==> src/rtl/dmem_pkg.sv <==
// Shared definitions for the byte-interleaved data-memory controller:
// load/store width codes, FSM encoding and access-size helper.
package dmem_pkg;

    localparam int NUM_LANES = 8;

    localparam logic [2:0] F3_B  = 3'b000;
    localparam logic [2:0] F3_H  = 3'b001;
    localparam logic [2:0] F3_W  = 3'b010;
    localparam logic [2:0] F3_D  = 3'b011;
    localparam logic [2:0] F3_BU = 3'b100;
    localparam logic [2:0] F3_HU = 3'b101;
    localparam logic [2:0] F3_WU = 3'b110;

    typedef enum logic [1:0] {
        IDLE = 2'd0,
        WAIT = 2'd1,
        DONE = 2'd2
    } state_e;

    // Access size in bytes: 1, 2, 4 or 8; the unsigned variants share funct3[1:0].
    function automatic logic [3:0] size_of(input logic [2:0] f3);
        return 4'd1 << f3[1:0];
    endfunction

endpackage

==> src/rtl/dmem_lane_align.sv <==
// Combinational lane steering: byte-enable mask, store data rotation into
// lane position, and load data rotation plus sign/zero extension.
module dmem_lane_align
    import dmem_pkg::*;
(
    input  logic [2:0]           off_i,
    input  logic [2:0]           f3_i,
    input  logic [63:0]          wdata_i,
    input  logic [2:0]           ld_off_i,
    input  logic [2:0]           ld_f3_i,
    input  logic [63:0]          dout_i,
    output logic [NUM_LANES-1:0] mask_o,
    output logic [63:0]          din_o,
    output logic [63:0]          rdata_o
);

    logic [7:0]  span;
    logic [15:0] mask_wide;
    logic [63:0] shifted;

    always_comb begin
        span      = 8'hFF >> (4'd8 - size_of(f3_i));
        // Widened so an out-of-row mask never wraps into low lanes.
        mask_wide = {8'h00, span} << off_i;
        mask_o    = mask_wide[7:0];
        din_o     = wdata_i << {off_i, 3'b000};
    end

    always_comb begin
        shifted = dout_i >> {ld_off_i, 3'b000};
        case (ld_f3_i)
            F3_B:    rdata_o = {{56{shifted[7]}},  shifted[7:0]};
            F3_H:    rdata_o = {{48{shifted[15]}}, shifted[15:0]};
            F3_W:    rdata_o = {{32{shifted[31]}}, shifted[31:0]};
            F3_D:    rdata_o = shifted;
            F3_BU:   rdata_o = {56'd0, shifted[7:0]};
            F3_HU:   rdata_o = {48'd0, shifted[15:0]};
            F3_WU:   rdata_o = {32'd0, shifted[31:0]};
            default: rdata_o = 64'd0;
        endcase
    end

endmodule

==> src/rtl/data_mem_ctrl.sv <==
// Data-memory controller: zero-stall stores, fixed-latency loads with core
// stall, legality checking, over 8 byte-interleaved bank BRAMs.
module data_mem_ctrl
    import dmem_pkg::*;
#(
    parameter int ROW_W  = 12,
    parameter int RD_LAT = 2
) (
    input  logic                 clk,
    input  logic                 rst_n,
    input  logic                 mem_read,
    input  logic                 mem_write,
    input  logic [2:0]           funct3,
    input  logic [63:0]          addr,
    input  logic [63:0]          wdata,
    output logic                 mem_stall,
    output logic [63:0]          rdata,
    output logic                 mem_err,
    output logic [NUM_LANES-1:0] bank_en,
    output logic [NUM_LANES-1:0] bank_we,
    output logic [ROW_W-1:0]     bank_addr,
    output logic [63:0]          bank_din,
    input  logic [63:0]          bank_dout
);

    localparam int CNT_W = (RD_LAT < 2) ? 1 : $clog2(RD_LAT);
    localparam logic [CNT_W-1:0] CNT_INIT = CNT_W'(RD_LAT - 1);

    state_e            state_q, state_d;
    logic [CNT_W-1:0]  cnt_q, cnt_d;
    logic [2:0]        lat_off_q, lat_off_d;
    logic [2:0]        lat_f3_q, lat_f3_d;
    logic [ROW_W-1:0]  lat_row_q, lat_row_d;

    logic [3:0]           size;
    logic                 req, misaligned, illegal, bad, ld_ok, st_ok;
    logic [ROW_W-1:0]     row_in;
    logic [2:0]           off_sel, f3_sel;
    logic [NUM_LANES-1:0] mask;
    logic [63:0]          din_rot, rdata_ext;
    logic                 unused_addr_hi;

    assign unused_addr_hi = ^addr[63:ROW_W+3];

    always_comb begin
        req        = mem_read | mem_write;
        size       = size_of(funct3);
        misaligned = |(addr[2:0] & 3'(size - 4'd1));
        illegal    = (mem_read & mem_write)
                   | (mem_write & funct3[2])
                   | (mem_read & (funct3 == 3'b111));
        bad        = req & (illegal | misaligned);
        ld_ok      = mem_read & ~mem_write & ~bad;
        st_ok      = mem_write & ~mem_read & ~bad;
        row_in     = addr[ROW_W+2:3];
        // The mask is re-driven from the latched access while waiting on the bank.
        off_sel    = (state_q == IDLE) ? addr[2:0] : lat_off_q;
        f3_sel     = (state_q == IDLE) ? funct3    : lat_f3_q;
    end

    dmem_lane_align u_align (
        .off_i    (off_sel),
        .f3_i     (f3_sel),
        .wdata_i  (wdata),
        .ld_off_i (lat_off_q),
        .ld_f3_i  (lat_f3_q),
        .dout_i   (bank_dout),
        .mask_o   (mask),
        .din_o    (din_rot),
        .rdata_o  (rdata_ext)
    );

    always_ff @(posedge clk or negedge rst_n) begin
        if (!rst_n) begin
            state_q   <= IDLE;
            cnt_q     <= '0;
            lat_off_q <= '0;
            lat_f3_q  <= '0;
            lat_row_q <= '0;
        end else begin
            state_q   <= state_d;
            cnt_q     <= cnt_d;
            lat_off_q <= lat_off_d;
            lat_f3_q  <= lat_f3_d;
            lat_row_q <= lat_row_d;
        end
    end

    always_comb begin
        state_d   = state_q;
        cnt_d     = cnt_q;
        lat_off_d = lat_off_q;
        lat_f3_d  = lat_f3_q;
        lat_row_d = lat_row_q;
        mem_stall = 1'b0;
        mem_err   = 1'b0;
        rdata     = 64'd0;
        bank_en   = '0;
        bank_we   = '0;
        bank_addr = '0;
        bank_din  = 64'd0;

        case (state_q)
            IDLE: begin
                if (bad) begin
                    mem_err = 1'b1;
                end else if (st_ok) begin
                    bank_en   = mask;
                    bank_we   = mask;
                    bank_addr = row_in;
                    bank_din  = din_rot;
                end else if (ld_ok) begin
                    bank_en   = mask;
                    bank_addr = row_in;
                    mem_stall = 1'b1;
                    lat_off_d = addr[2:0];
                    lat_f3_d  = funct3;
                    lat_row_d = row_in;
                    cnt_d     = CNT_INIT;
                    state_d   = (RD_LAT > 1) ? WAIT : DONE;
                end
            end
            WAIT: begin
                bank_en   = mask;
                bank_addr = lat_row_q;
                mem_stall = 1'b1;
                cnt_d     = cnt_q - CNT_W'(1);
                if (cnt_q == CNT_W'(1)) begin
                    state_d = DONE;
                end
            end
            DONE: begin
                rdata   = rdata_ext;
                state_d = IDLE;
            end
            default: state_d = IDLE;
        endcase

        // Outputs collapse the moment reset asserts, even with a request still on the inputs.
        if (!rst_n) begin
            mem_stall = 1'b0;
            mem_err   = 1'b0;
            rdata     = 64'd0;
            bank_en   = '0;
            bank_we   = '0;
            bank_addr = '0;
            bank_din  = 64'd0;
        end
    end

endmodule

==> config.mk <==
export PLATFORM = sky130hd
export DESIGN_NAME = data_mem_ctrl
export DESIGN_NICKNAME = d
export VERILOG_FILES = /design/src/rtl/dmem_pkg.sv /design/src/rtl/dmem_lane_align.sv /design/src/rtl/data_mem_ctrl.sv
export SDC_FILE = /design/constraint.sdc
export NUM_CORES = 1
export LEC_CHECK = 0
export CAP_MARGIN = 25
export CORE_AREA = 2 2 140 142
export DETAILED_ROUTE_END_ITERATION = 12
export DIE_AREA = 0 0 142 144
export GPL_TIMING_DRIVEN = 0
export PLACE_DENSITY = 0.71
export SETUP_SLACK_MARGIN = 0.3
export SYNTH_ARGS = -nofsm -noshare
export SYNTH_HDL_FRONTEND = slang
export SYNTH_SLANG_ARGS = --single-unit
==> constraint.sdc <==
create_clock -name clk -period 2.5 [get_ports clk]
set_input_delay 0.375 -clock clk [delete_from_list [all_inputs] [get_ports clk]]
set_output_delay 0.375 -clock clk [all_outputs]
set_load 0.01 [all_outputs]
**Word level (Yosys, flattened, before mapping)**

Cells that the tools add are included.

- Bitwise gates (word level): 17
- Reduce and logical (&&, ||, !) cells: 7
- Multiplexer cells: 40
- Shift operators: 6
- Equality and inequality tests: 13
- Add/subtract/negate cells: 3

Operators by type and width:

| operator | number |
|---|---|
| $pmux W64 S7 | 1 |
| $mux W64 | 6 |
| $mux W8 | 8 |
| $shl A64 B6 Y64 | 1 |
| $shr A64 B6 Y64 | 1 |
| $mux W12 | 4 |
| $pmux W12 S2 | 1 |
| $pmux W8 S2 | 1 |
| $eq A3 B3 Y1 const B | 4 |
| $reduce_and A4 Y1 | 3 |
| $mux W1 | 10 |
| $mux W2 | 5 |
| $and A1 B1 Y1 | 8 |
| $ne A2 B2 Y1 const B | 4 |
| $shl A8 B3 Y8 | 1 |
| $shr A8 B4 Y8 const A | 1 |
| $eq A3 B2 Y1 const B | 2 |
| $not A1 Y1 | 4 |
| $or A1 B1 Y1 | 4 |
| $pmux W1 S2 | 2 |
| $pmux W2 S2 | 1 |
| $shl A1 B2 Y4 const A | 1 |
| $sub A4 B4 Y4 const A | 1 |
| $and A3 B3 Y3 | 1 |
| 11 further kinds | 11 |

- Output and inout port bits: 158
- Input port bits: 199
- Word-level logic and storage cells: 91
- Bits in registers: 21

**Logic depth before layout (Yosys ltp)**

Gate-level depths: netlist of the first run.

- Depth in word-level cells: 13
- Depth in mapped cells: 9
- Depth with buffers taken out: 5

**By module**

Synthesis of the first run repeated with hierarchy kept, for this count alone.

- Cell total of the unflattened synthesis: 834
- Area total of the unflattened synthesis: 6478.7 um2

By module, submodules not included:

| module | times used | cells each | area an instance (um2) | seq. area each (um2) |
|---|---|---|---|---|
| dmem_lane_align | 1 | 569 | 4345.4 | 0.0 |
| data_mem_ctrl | 1 | 265 | 2133.3 | 525.5 |

**Worst setup path before layout of the first run**

No wires, ideal clock.

- Kind: register to output
- From: register state_q[0]
- To: output port bank_en[5]
- Cell stages (with the launch flop): 7
- Path slack: 0.007 ns
- Path buffers: 2
- Arrival: 2.118 ns
- Required time: 2.125 ns
- Cell sequence: dfrtp_1 -> buf_4 -> nor2_8 -> mux2i_1 -> buf_2 -> nor2_1 -> a2111oi_0

- Word-level cells in the longest chain between the ends: 11
- Elaborated cells on any way between the ends: 13
- Those cells by class: add/sub (1); eq/ne (1); shift (3); mux (7); reduce/logical (1)

Ends and longest elaborated chain:

| element | line | source |
|---|---|---|
| from (decl) | data_mem_ctrl.sv:29 | `state_e state_q, state_d;` |
| from (signal assigned) | data_mem_ctrl.sv:81 | `state_q <= state_d;` |
| $logic_not A2 Y1 | data_mem_ctrl.sv:57, data_mem_ctrl.sv:58, data_mem_ctrl.sv:103 |  |
| $mux W2 | data_mem_ctrl.sv:58 | `f3_sel = (state_q == IDLE) ? funct3 : lat_f3_q;` |
| $shl A1 B2 Y4 | dmem_pkg.sv:23 | `return 4'd1 << f3[1:0];` |
| $sub A4 B4 Y4 | dmem_lane_align.sv:22 | `span = 8'hFF >> (4'd8 - size_of(f3_i));` |
| $shr A8 B4 Y8 | dmem_lane_align.sv:22 |  |
| $shl A8 B3 Y8 | dmem_lane_align.sv:24 | `mask_wide = {8'h00, span} << off_i;` |
| $mux W8 | data_mem_ctrl.sv:112 | `end else if (ld_ok) begin` |
| $mux W8 | data_mem_ctrl.sv:107 | `end else if (st_ok) begin` |
| $mux W8 | data_mem_ctrl.sv:105 | `if (bad) begin` |
| $pmux W8 S2 (*) | data_mem_ctrl.sv:103 | `case (state_q)` |
| $mux W8 (*) | data_mem_ctrl.sv:140 | `if (!rst_n) begin` |
| to (decl) | data_mem_ctrl.sv:19 | `output logic [NUM_LANES-1:0] bank_en,` |

Every way passes the cells marked *; elsewhere a longest branch is shown, timed or not.

**Worst setup path in the final report of the first run**

- From: register state_q[1]
- To: output port bank_din[47]

- Word-level cells in the longest chain between the ends: 7

Ends and longest elaborated chain:

| element | line | source |
|---|---|---|
| $logic_not A2 Y1 (*) | data_mem_ctrl.sv:57, data_mem_ctrl.sv:103 |  |
| $mux W3 | data_mem_ctrl.sv:57 | `off_sel = (state_q == IDLE) ? addr[2:0] : lat_off_q;` |
| $shl A64 B6 Y64 | dmem_lane_align.sv:26 | `din_o = wdata_i << {off_i, 3'b000};` |
| $mux W64 | data_mem_ctrl.sv:107 |  |
| $mux W64 | data_mem_ctrl.sv:105 |  |
| $mux W64 (*) | data_mem_ctrl.sv:103 |  |
| $mux W64 (*) | data_mem_ctrl.sv:140 |  |
| to (decl) | data_mem_ctrl.sv:22 | `output logic [63:0] bank_din,` |

Marks and branches as above.

==> flow_summary.json, run 1 <==
{
  "fin_ws_ns": -0.531,
  "dp_slack_ns": -1.34,
  "sw_frac_of_total": 0.456,
  "cts.sinks": 21,
  "crit_type": "reg2out",
  "postCtsHoldBufs": 0,
  "cp_data_required_time_ns": 2.12,
  "start_kind": "register",
  "p_int_mw": 5.72,
  "fin_crit_sh": 1.21,
  "cap_violations": 0,
  "post-dp-hpwl_mm": 23.1,
  "comb_power_share": 0.912,
  "rows": 51,
  "synthDistinctLibCells": 66,
  "hold_viol": 0,
  "yosys.area_share.simple": 0.212,
  "ys.flop_type": "dfrtp_1",
  "pin_count": 357,
  "synth_seq_cells": 21,
  "path_clk_slew_ns": 0.07,
  "dieWidth_microns": 142,
  "finalNetCount": 1419,
  "async_reset_ff_frac": 1.00,
  "syn2layout_area_growth_pct": 135,
  "synth.area.mux_share": 0.370,
  "htreeDepth": 1,
  "tns_ns": -47.50,
  "antenna_found_initial": 2,
  "cp_max_fo": 6,
  "worstPathArrival_ns": 2.66,
  "start_util": 0.291,
  "hold_class": "in2async",
  "dr_total_vias": 9162,
  "cts_buffer_depth": 2,
  "tritoncts": "done",
  "power_frac_clock": 0.034,
  "cts_made_buffers": 3,
  "seq_area_frac_synth": 0.0946,
  "grt_max_degree": 15,
  "wl_mm": 39.5,
  "fmax_ghz": 0.330,
  "relSlewSlack": 0.362,
  "drive_above_1_share": 0.625,
  "worstSetupEndpointType": "primary output",
  "grt_pass1_wl_mm": 49.9,
  "synth_adder_area_share": 0,
  "vias_per_cell": 6.27,
  "coreArea_sq_um": 19100,
  "layout_commonest_cell": "clkdlybuf4s50_1",
  "worstMarginPinSlew_ns": 0.957,
  "drtIter0Drc": 1034,
  "clk_latency_ns": 0.26,
  "fin_area_sq_um": 13000,
  "stdcell_count": 1461,
  "worst_ir_drop_vdd_uv": 440,
  "dieArea_sq_um": 20400,
  "setup_viol_count_final": 148,
  "drt.antenna.violating_nets": 0,
  "synth_compound_area_frac": 0.250,
  "power_switching_mw": 4.80,
  "grt_usage": 0.316,
  "avgSynthCellArea_sq_um": 7.87,
  "hold_ws_ns": 0.129,
  "rsz0062_at_grt": "true",
  "first_pass_iters": 7,
  "fin_crit_ns": 3.03,
  "yosysWarningCount": 0,
  "synth_nets": 905,
  "place_congestion": 0.987,
  "worst_clock_skew_ns": 0.00263,
  "fp.dieH_microns": 144,
  "buffer_ports.inserted": 307,
  "status": "finished, violations left",
  "synth_top_family_by_area": "multiplexers",
  "place_area_sq_um": 9320,
  "power_leakage_nw": 5.46,
  "wl_per_cell_microns": 27.0,
  "syn-cell-area_sq_um": 5550,
  "maxSlewViolCount": 0,
  "cts_root_buf": "clkbuf_16",
  "gr-total-overflow": 0,
  "violations": "setup timing",
  "placed_cells": 1252,
  "drc": 0,
  "power_density_nw_per_um2": 806,
  "synth_xor_area_frac": 0,
  "layout_common_cells": "clkdlybuf4s50_1 (137), buf_6 (132), buf_2 (106), buf_4 (87), nand2_1 (64)",
  "power_frac_seq": 0.054,
  "syn_inst": 706,
  "synth_enable_flop_cells": 0,
  "grt_pass1_vias": 8374
}
==> per-layer routing <==
metal / GRT usage / up-vias / share of wire
li1: - / 3709 / -
met1: 0.409 / 4401 / 0.37
met2: 0.495 / 801 / 0.45
met3: 0.0656 / 251 / 0.11
met4: 0.165 / 0 / 0.066
met5: 0 / - / 0
==> power by group through the flow <==
stage	sequential, mW	combinational, mW	clock (mW)
2_1_floorplan	0.531	3.49	0
3_3_place_gp	0.548	4.91	0
3_5_place_dp	0.556	4.92	0
4_1_cts	0.551	7.68	0.363
5_1_grt	0.581	9.79	0.378
6_report	0.567	9.58	0.362
==> sequential cells by signal, summed over array words and instances (netlist names) <==
| name | cells |
|---|---|
| lat_f3_q | 3 |
| state_q | 2 |
| lat_off_q | 3 |
| lat_row_q | 12 |
| cnt_q | 1 |
==> synthesized netlist by cell type, drive strengths merged, types with 12 or more instances <==
library cell  instances  area share
a21oi                77       0.069
nand2                77       0.052
mux2                 76        0.16
mux2i                76        0.14
nor2                 66       0.051
buf                  45       0.054
clkbuf               22       0.015
nand2b               22       0.025
dfrtp                21       0.095
a22oi                20       0.027
and2                 20       0.023
o22ai                19       0.021
mux4                 17       0.069
a211oi               14       0.021
nor2b                13       0.015
o21ai                13       0.012
a22o                 12       0.019
==> timing repair <==
| action | in CTS | in global routing |
|---|---|---|
| setup endpoints to repair | 167 | 165 |
| resized for setup | 999 | 222 |
| gates cloned | 15 | 5 |
| endpoints found under the hold margin | 0 | 0 |
| setup buffers | 112 | 69 |
| pin swaps | 80 | 85 |
==> final timing paths <==
check | start | end | slack, ns | cells past startpoint
worst max-delay path | state_q[1] | bank_din[47] | -0.53 | 11
worst min-delay path | rst_n | lat_off_q[1] | 0.13 | 1
worst max register to register | state_q[0] | lat_row_q[4] | 0.26 | 11
worst min register to register | lat_row_q[11] | lat_row_q[11] | 0.51 | 1
max in group asynchronous | rst_n | lat_row_q[10] | 1.94 | 2
min in group clk | lat_row_q[11] | lat_row_q[11] | 0.51 | 1
==> final cells by class <==
type                            instances  area [sq um]
Buffer                                 67           940
Antenna cell                            4          10.0
Clock inverter                          1          7.51
Inverter                                7          26.3
Tap cell                              238           298
Fill cell                            1290          6030
Multi-Input combinational cell        612          6210
Clock buffer                            3          75.1
Timing Repair Buffer                  508          4960
Sequential cell                        21           527
==> logic make-up (layout without fill, tap and decap cells) <==
kind of cell | after synthesis | count (layout)
and+or+nand+nor | 234 | 235
AOI/OAI and AO/OA | 208 | 208
muxes | 169 | 169
buffers and inverters | 74 | 586
DFF | 21 | 21
other | 0 | 4
==> worst max-delay path, stage by stage, from the launching register on <==
cell     delay, ns
dfrtp_1       0.41
buf_6         0.15
o21a_4        0.21
or2_1         0.26
buf_8         0.16
buf_12        0.15
buf_16        0.14
mux2i_4       0.19
buf_6         0.15
or2_4         0.26
a21oi_2       0.14
buf_2         0.16
==> per-stage QoR <==
step | total power [mW] | utilization
3_5_place_dp | 5.48 | 0.489
2_1_floorplan | 4.02 | -
3_3_place_gp | 5.46 | 0.488
5_1_grt | 10.7 | 0.684
4_1_cts | 8.60 | 0.612
6_report | 10.5 | 0.684
No activity file was read; power rests on OpenSTA's default activity.
==> run 2, diff against run 1 <==
--- a/config.mk
+++ b/config.mk
@@ -6,11 +6,12 @@
 export NUM_CORES = 1
 export LEC_CHECK = 0
 export CAP_MARGIN = 25
-export CORE_AREA = 2 2 140 142
+export CELL_PAD_IN_SITES_DETAIL_PLACEMENT = 0
+export CELL_PAD_IN_SITES_GLOBAL_PLACEMENT = 1
+export CORE_UTILIZATION = 26
 export DETAILED_ROUTE_END_ITERATION = 12
-export DIE_AREA = 0 0 142 144
 export GPL_TIMING_DRIVEN = 0
-export PLACE_DENSITY = 0.71
+export PLACE_DENSITY = 0.88
 export SETUP_SLACK_MARGIN = 0.3
 export SYNTH_ARGS = -nofsm -noshare
 export SYNTH_HDL_FRONTEND = slang
==> run 2 against run 1 <==
Setup slack better by 0.073 ns. Non-clock buffer count is 5 higher. The run still ends with setup timing left. Sequential power decreased by 0.9%. Total power is 1.6% lower. Wire length is 3.0% lower. Fmax increased by 2.5%. Worst hold slack improved by 0.0087 ns. Die area increased by 7.3%. Largest power group unchanged.
==> flow_summary.json, run 2 (synthesized netlist as in run 1, its figures left out) <==
{
  "status": "finished, violations left",
  "violations": "setup timing",
  "fp.dieH_microns": 148,
  "wl_mm": 38.3,
  "drt.antenna.violating_nets": 0,
  "rsz0062_at_grt": "true",
  "fmax_ghz": 0.338,
  "dieWidth_microns": 148,
  "grt_pass1_wl_mm": 52.4,
  "cts.sinks": 21,
  "drtIter0Drc": 762,
  "wl_per_cell_microns": 25.5,
  "power_frac_clock": 0.033,
  "post-dp-hpwl_mm": 24.7,
  "htreeDepth": 1,
  "cts_made_buffers": 3,
  "start_kind": "register",
  "layout_common_cells": "buf_6 (165), clkdlybuf4s50_1 (137), buf_2 (108), buf_4 (77), nand2_1 (65)",
  "tritoncts": "done",
  "worstPathArrival_ns": 2.58,
  "pin_count": 357,
  "finalNetCount": 1423,
  "setup_viol_count_final": 144,
  "power_density_nw_per_um2": 789,
  "buffer_ports.inserted": 307,
  "clk_latency_ns": 0.25,
  "cts_root_buf": "clkbuf_16",
  "hold_class": "in2async",
  "cts_buffer_depth": 2,
  "largest_reg_flops": 12,
  "top_regs": "lat_row_q (12), lat_f3_q (3), lat_off_q (3)",
  "rows": 53,
  "dieArea_sq_um": 21900,
  "vias_per_cell": 5.86,
  "grt_usage": 0.314,
  "antenna_found_initial": 1,
  "cp_max_fo": 4,
  "worstMarginPinSlew_ns": 0.827,
  "fin_crit_ns": 2.96,
  "dr_total_vias": 8788,
  "fin_area_sq_um": 13100,
  "nFillCells": 1651,
  "place_area_sq_um": 9370,
  "drive_above_1_share": 0.628,
  "dp_slack_ns": -1.39,
  "worstSetupEndpointType": "primary output",
  "tns_ns": -42.44,
  "coreArea_sq_um": 21000,
  "fin_ws_ns": -0.458,
  "p_int_mw": 5.68,
  "r2r-end": "lat_row_q[2]",
  "sw_frac_of_total": 0.451,
  "regToRegSetupSlack_ns": 0.35,
  "gr-total-overflow": 0,
  "power_switching_mw": 4.67,
  "drc": 0,
  "grt_pass1_vias": 8445,
  "layout_commonest_cell": "buf_6",
  "power_frac_seq": 0.054,
  "start_util": 0.265,
  "fin_crit_sh": 1.18,
  "ff_latch_area_sq_um": 528,
  "place_congestion": 0.960,
  "cap_violations": 0,
  "relSlewSlack": 0.449,
  "ff2ff_path_depth": 9,
  "multiInputGateArea_sq_um": 6200,
  "path_clk_slew_ns": 0.06,
  "crit_start": "state_q[1]",
  "crit_type": "reg2out",
  "power_leakage_nw": 5.52,
  "hold_viol": 0,
  "r2r-start": "state_q[1]",
  "maxSlewViolCount": 0,
  "worst_ir_drop_vdd_uv": 379,
  "syn2layout_area_growth_pct": 136,
  "worst_clock_skew_ns": 0.00582,
  "cp_data_required_time_ns": 2.12,
  "largest-register": "lat_row_q",
  "comb_power_share": 0.913,
  "first_pass_iters": 6,
  "grt_max_degree": 16
}
-- run 2: cell count changes in the layout (fill, tap and decap cells not counted), sizes merged, moves of 2 or more --
cell | before | now
buf | 393 | 403
clkbuf | 32 | 28
clkdlybuf4s15 | 4 | 6
diode | 4 | 1
dlygate4sd2 | 10 | 8
-- run 2: how the worst max path moves through the flow --
stage | endpoint | slack, ns | cells after the start
2_1_floorplan | bank_din[39] | 0.17 | 7
3_3_place_gp | bank_din[0] | -1.80 | 6
3_5_place_dp | rdata[2] | -1.39 | 6
4_1_cts | rdata[53] | -0.34 | 12
5_1_grt | bank_din[57] | -0.54 | 11
6_report | bank_din[57] | -0.46 | 11
-- run 2: critical path, cell delays in order, from the launching register on --
cell and delay, ns:
dfrtp_1 0.41, buf_6 0.13, buf_6 0.11, nor3b_4 0.24, or2_4 0.19, buf_8 0.12, buf_6 0.11, buf_6 0.09
mux4_2 0.53, o22ai_2 0.22, a211oi_2 0.04, buf_2 0.14
-- run 2: final cells by class --
cell class | count | area share
tap | 275 | 0.0262
timing repair buffer | 513 | 0.380
multi-input combinational | 611 | 0.472
antenna | 1 | 0.000191
buffer | 67 | 0.0725
inverter | 7 | 0.00200
sequential | 21 | 0.0403
clock buffer | 4 | 0.00601
-- run 2: through the flow --
stage | utilization | hold slack (ns) | total power [mW] | std cells
after floorplan | - | 0.0794 | 4.02 | 706
after global placement | 0.446 | 0.488 | 5.61 | 1288
after detailed placement | 0.447 | 0.497 | 5.62 | 1289
after CTS | 0.578 | 0.142 | 9.07 | 1461
after global routing | 0.626 | 0.150 | 10.7 | 1499
final | 0.626 | 0.137 | 10.3 | 1499
-- run 2: metal layers --
layer	up-vias	wire length [microns]	part of all wire	global-route usage
met5	-	0	0	0
met4	0	1820	0.047	0.107
met3	161	3320	0.087	0.0543
met2	607	17900	0.47	0.510
met1	4306	15200	0.40	0.418
li1	3714	-	-	-
-- run 2: timing repair --
item                       in CTS  in global routing
pin swaps                      82                 79
setup endpoints to repair     168                158
gates resized for setup      1074                172
buffers inserted              150                 36
hold buffers                    0                  0
cloned                         18                  1
-- run 2: power groups by stage --
stage / Sequential [mW] / Clock (mW) / Combinational [mW]
5_1_grt: 0.578 / 0.361 / 9.74
2_1_floorplan: 0.531 / 0 / 3.49
3_5_place_dp: 0.557 / 0 / 5.06
4_1_cts: 0.553 / 0.343 / 8.17
3_3_place_gp: 0.548 / 0 / 5.06
6_report: 0.562 / 0.338 / 9.45
==> run 3, diff against run 2 <==
--- a/config.mk
+++ b/config.mk
@@ -5,7 +5,7 @@
 export SDC_FILE = /design/constraint.sdc
 export NUM_CORES = 1
 export LEC_CHECK = 0
-export CAP_MARGIN = 25
+export CAP_MARGIN = 20
 export CELL_PAD_IN_SITES_DETAIL_PLACEMENT = 0
 export CELL_PAD_IN_SITES_GLOBAL_PLACEMENT = 1
 export CORE_UTILIZATION = 26
==> run 3 against run 2 <==
The flow still finishes with violations (setup timing). Worst hold slack worse by 0.11 ns. Design area fell by 0.69%. Total power fell by 0.61%. Sequential share of layout area barely moved. Global-route usage down 0.82 points. Critical path type unchanged. Critical endpoint is now rdata[42]. Largest power group unchanged.
==> flow_summary.json, run 3 (synthesized netlist as in run 1, its figures left out) <==
{
  "maxSlewViolCount": 0,
  "start_kind": "register",
  "worst_clock_skew_ns": 0.00168,
  "path_clk_slew_ns": 0.06,
  "layout_common_cells": "buf_6 (142), clkdlybuf4s50_1 (137), buf_4 (109), buf_2 (102), nand2_1 (64)",
  "pin_count": 357,
  "antenna_found_initial": 2,
  "start_util": 0.265,
  "critPathSlowestCell": "dfrtp_2",
  "dp_slack_ns": -1.82,
  "syn2layout_area_growth_pct": 134,
  "cap_violations": 0,
  "hold_class": "in2async",
  "drtIter0Drc": 697,
  "largest-register": "lat_row_q",
  "fmax_ghz": 0.346,
  "use_met1": 0.417,
  "violations": "setup timing",
  "slowest_delay_ns": 0.44,
  "top_usage_layer": "met2",
  "power_leakage_nw": 5.46,
  "worstPathArrival_ns": 2.52,
  "worst_ir_drop_vdd_uv": 496,
  "vias_per_cell": 5.76,
  "cts_buffer_depth": 2,
  "drt.antenna.violating_nets": 0,
  "clk_latency_ns": 0.25,
  "nFillCells": 1687,
  "top_regs": "lat_row_q (12), lat_f3_q (3), lat_off_q (3)",
  "buffer_ports.inserted": 307,
  "grt_pass1_wl_mm": 50.9,
  "dr_total_vias": 8667,
  "worstMarginPinSlew_ns": 0.857,
  "htreeDepth": 1,
  "rsz0062_at_grt": "true",
  "rows": 53,
  "relSlewSlack": 0.429,
  "dieArea_sq_um": 21900,
  "tns_ns": -36.35,
  "place_congestion": 0.960,
  "cts_made_buffers": 3,
  "setup_viol_count_final": 136,
  "fin_ws_ns": -0.393,
  "tritoncts": "done",
  "drc": 0,
  "drive_above_1_share": 0.640,
  "status": "finished, violations left",
  "cp_data_required_time_ns": 2.12,
  "power_density_nw_per_um2": 789,
  "fp.dieH_microns": 148,
  "coreArea_sq_um": 21000,
  "postCtsHoldBufs": 0,
  "hold_ws_ns": 0.0277,
  "post-dp-hpwl_mm": 24.7,
  "cp_max_fo": 6,
  "dieWidth_microns": 148,
  "worstSetupEndpointType": "primary output",
  "use_met3": 0.0518,
  "layout_commonest_cell": "buf_6",
  "wl_per_cell_microns": 25.0,
  "fin_crit_ns": 2.89,
  "cts_root_buf": "clkbuf_16",
  "fin_crit_sh": 1.16,
  "grt_usage": 0.306,
  "grt_pass1_vias": 8111,
  "finalNetCount": 1427,
  "grt_use_met2": 0.486,
  "hold_viol": 0,
  "crit_type": "reg2out",
  "largest_reg_flops": 12,
  "path_cells": "buf_12 > nor2_1 > nand2_1 > and4_1 > buf_6 > a211oi_4 > buf_12 > buf_8 > buf_6 > a21oi_2 > buf_2",
  "cts.sinks": 21,
  "grt_max_degree": 27,
  "gr-total-overflow": 0,
  "first_pass_iters": 7,
  "wl_mm": 37.6
}
==> run 3: critical path, delay by kind of cell, from the launching register on <==
kind                   cells  cell delay (ns)
buffers and inverters      6             0.88
and+or+nand+nor            3             0.69
DFF                        1             0.44
AOI/OAI and AO/OA          2             0.26
==> run 3: worst paths after layout <==
check	startpoint	endpoint	slack [ns]	depth (start not counted)
setup / recovery	lat_off_q[2]	rdata[42]	-0.39	11
hold / removal	rst_n	lat_row_q[11]	0.03	1
setup reg to reg	state_q[0]	lat_row_q[4]	0.54	7
hold reg to reg	lat_row_q[8]	lat_row_q[8]	0.51	1
max in group asynchronous	rst_n	lat_off_q[2]	2.18	1
min in group clk	lat_row_q[8]	lat_row_q[8]	0.51	1
==> run 3: what timing repair did <==
item,CTS,global route
setup buffers,137,61
cloned,12,0
resized for setup,966,272
setup endpoints to repair,168,166
pin swaps,71,80
==> run 3: area by class of cell <==
class / instances / area, sq um / area share
Tap cell: 275 / 344 / 0.0264
Clock buffer: 4 / 78.8 / 0.00605
Multi-Input combinational cell: 611 / 6200 / 0.476
Antenna cell: 2 / 5.00 / 0.000384
Timing Repair Buffer: 517 / 4880 / 0.375
Inverter: 7 / 26.3 / 0.00202
Buffer: 67 / 958 / 0.0736
Sequential cell: 21 / 528 / 0.0405
==> run 3: power by group <==
part           internal, mW  switching, mW  leakage [nW]
Sequential            0.469         0.0896         0.249
Clock                 0.217          0.126        0.0382
Combinational          4.93           4.45          5.18
Total                  5.61           4.67          5.46
==> run 3: per-stage QoR <==
| step | cells | cell area, sq um | power [mW] | util |
|---|---|---|---|---|
| 6_report | 1504 | 13000 | 10.3 | 0.622 |
| 5_1_grt | 1504 | 13000 | 10.6 | 0.622 |
| 4_1_cts | 1441 | 11700 | 8.77 | 0.558 |
| 3_5_place_dp | 1288 | 9350 | 5.62 | 0.446 |
| 3_3_place_gp | 1288 | 9350 | 5.61 | 0.446 |
| 2_1_floorplan | 706 | 5940 | 4.02 | - |
==> run 3: layer usage <==
layer,share of wire,up-vias
li1,-,3716
met1,0.40,4220
met2,0.47,576
met3,0.082,155
met4,0.049,0
met5,0,-
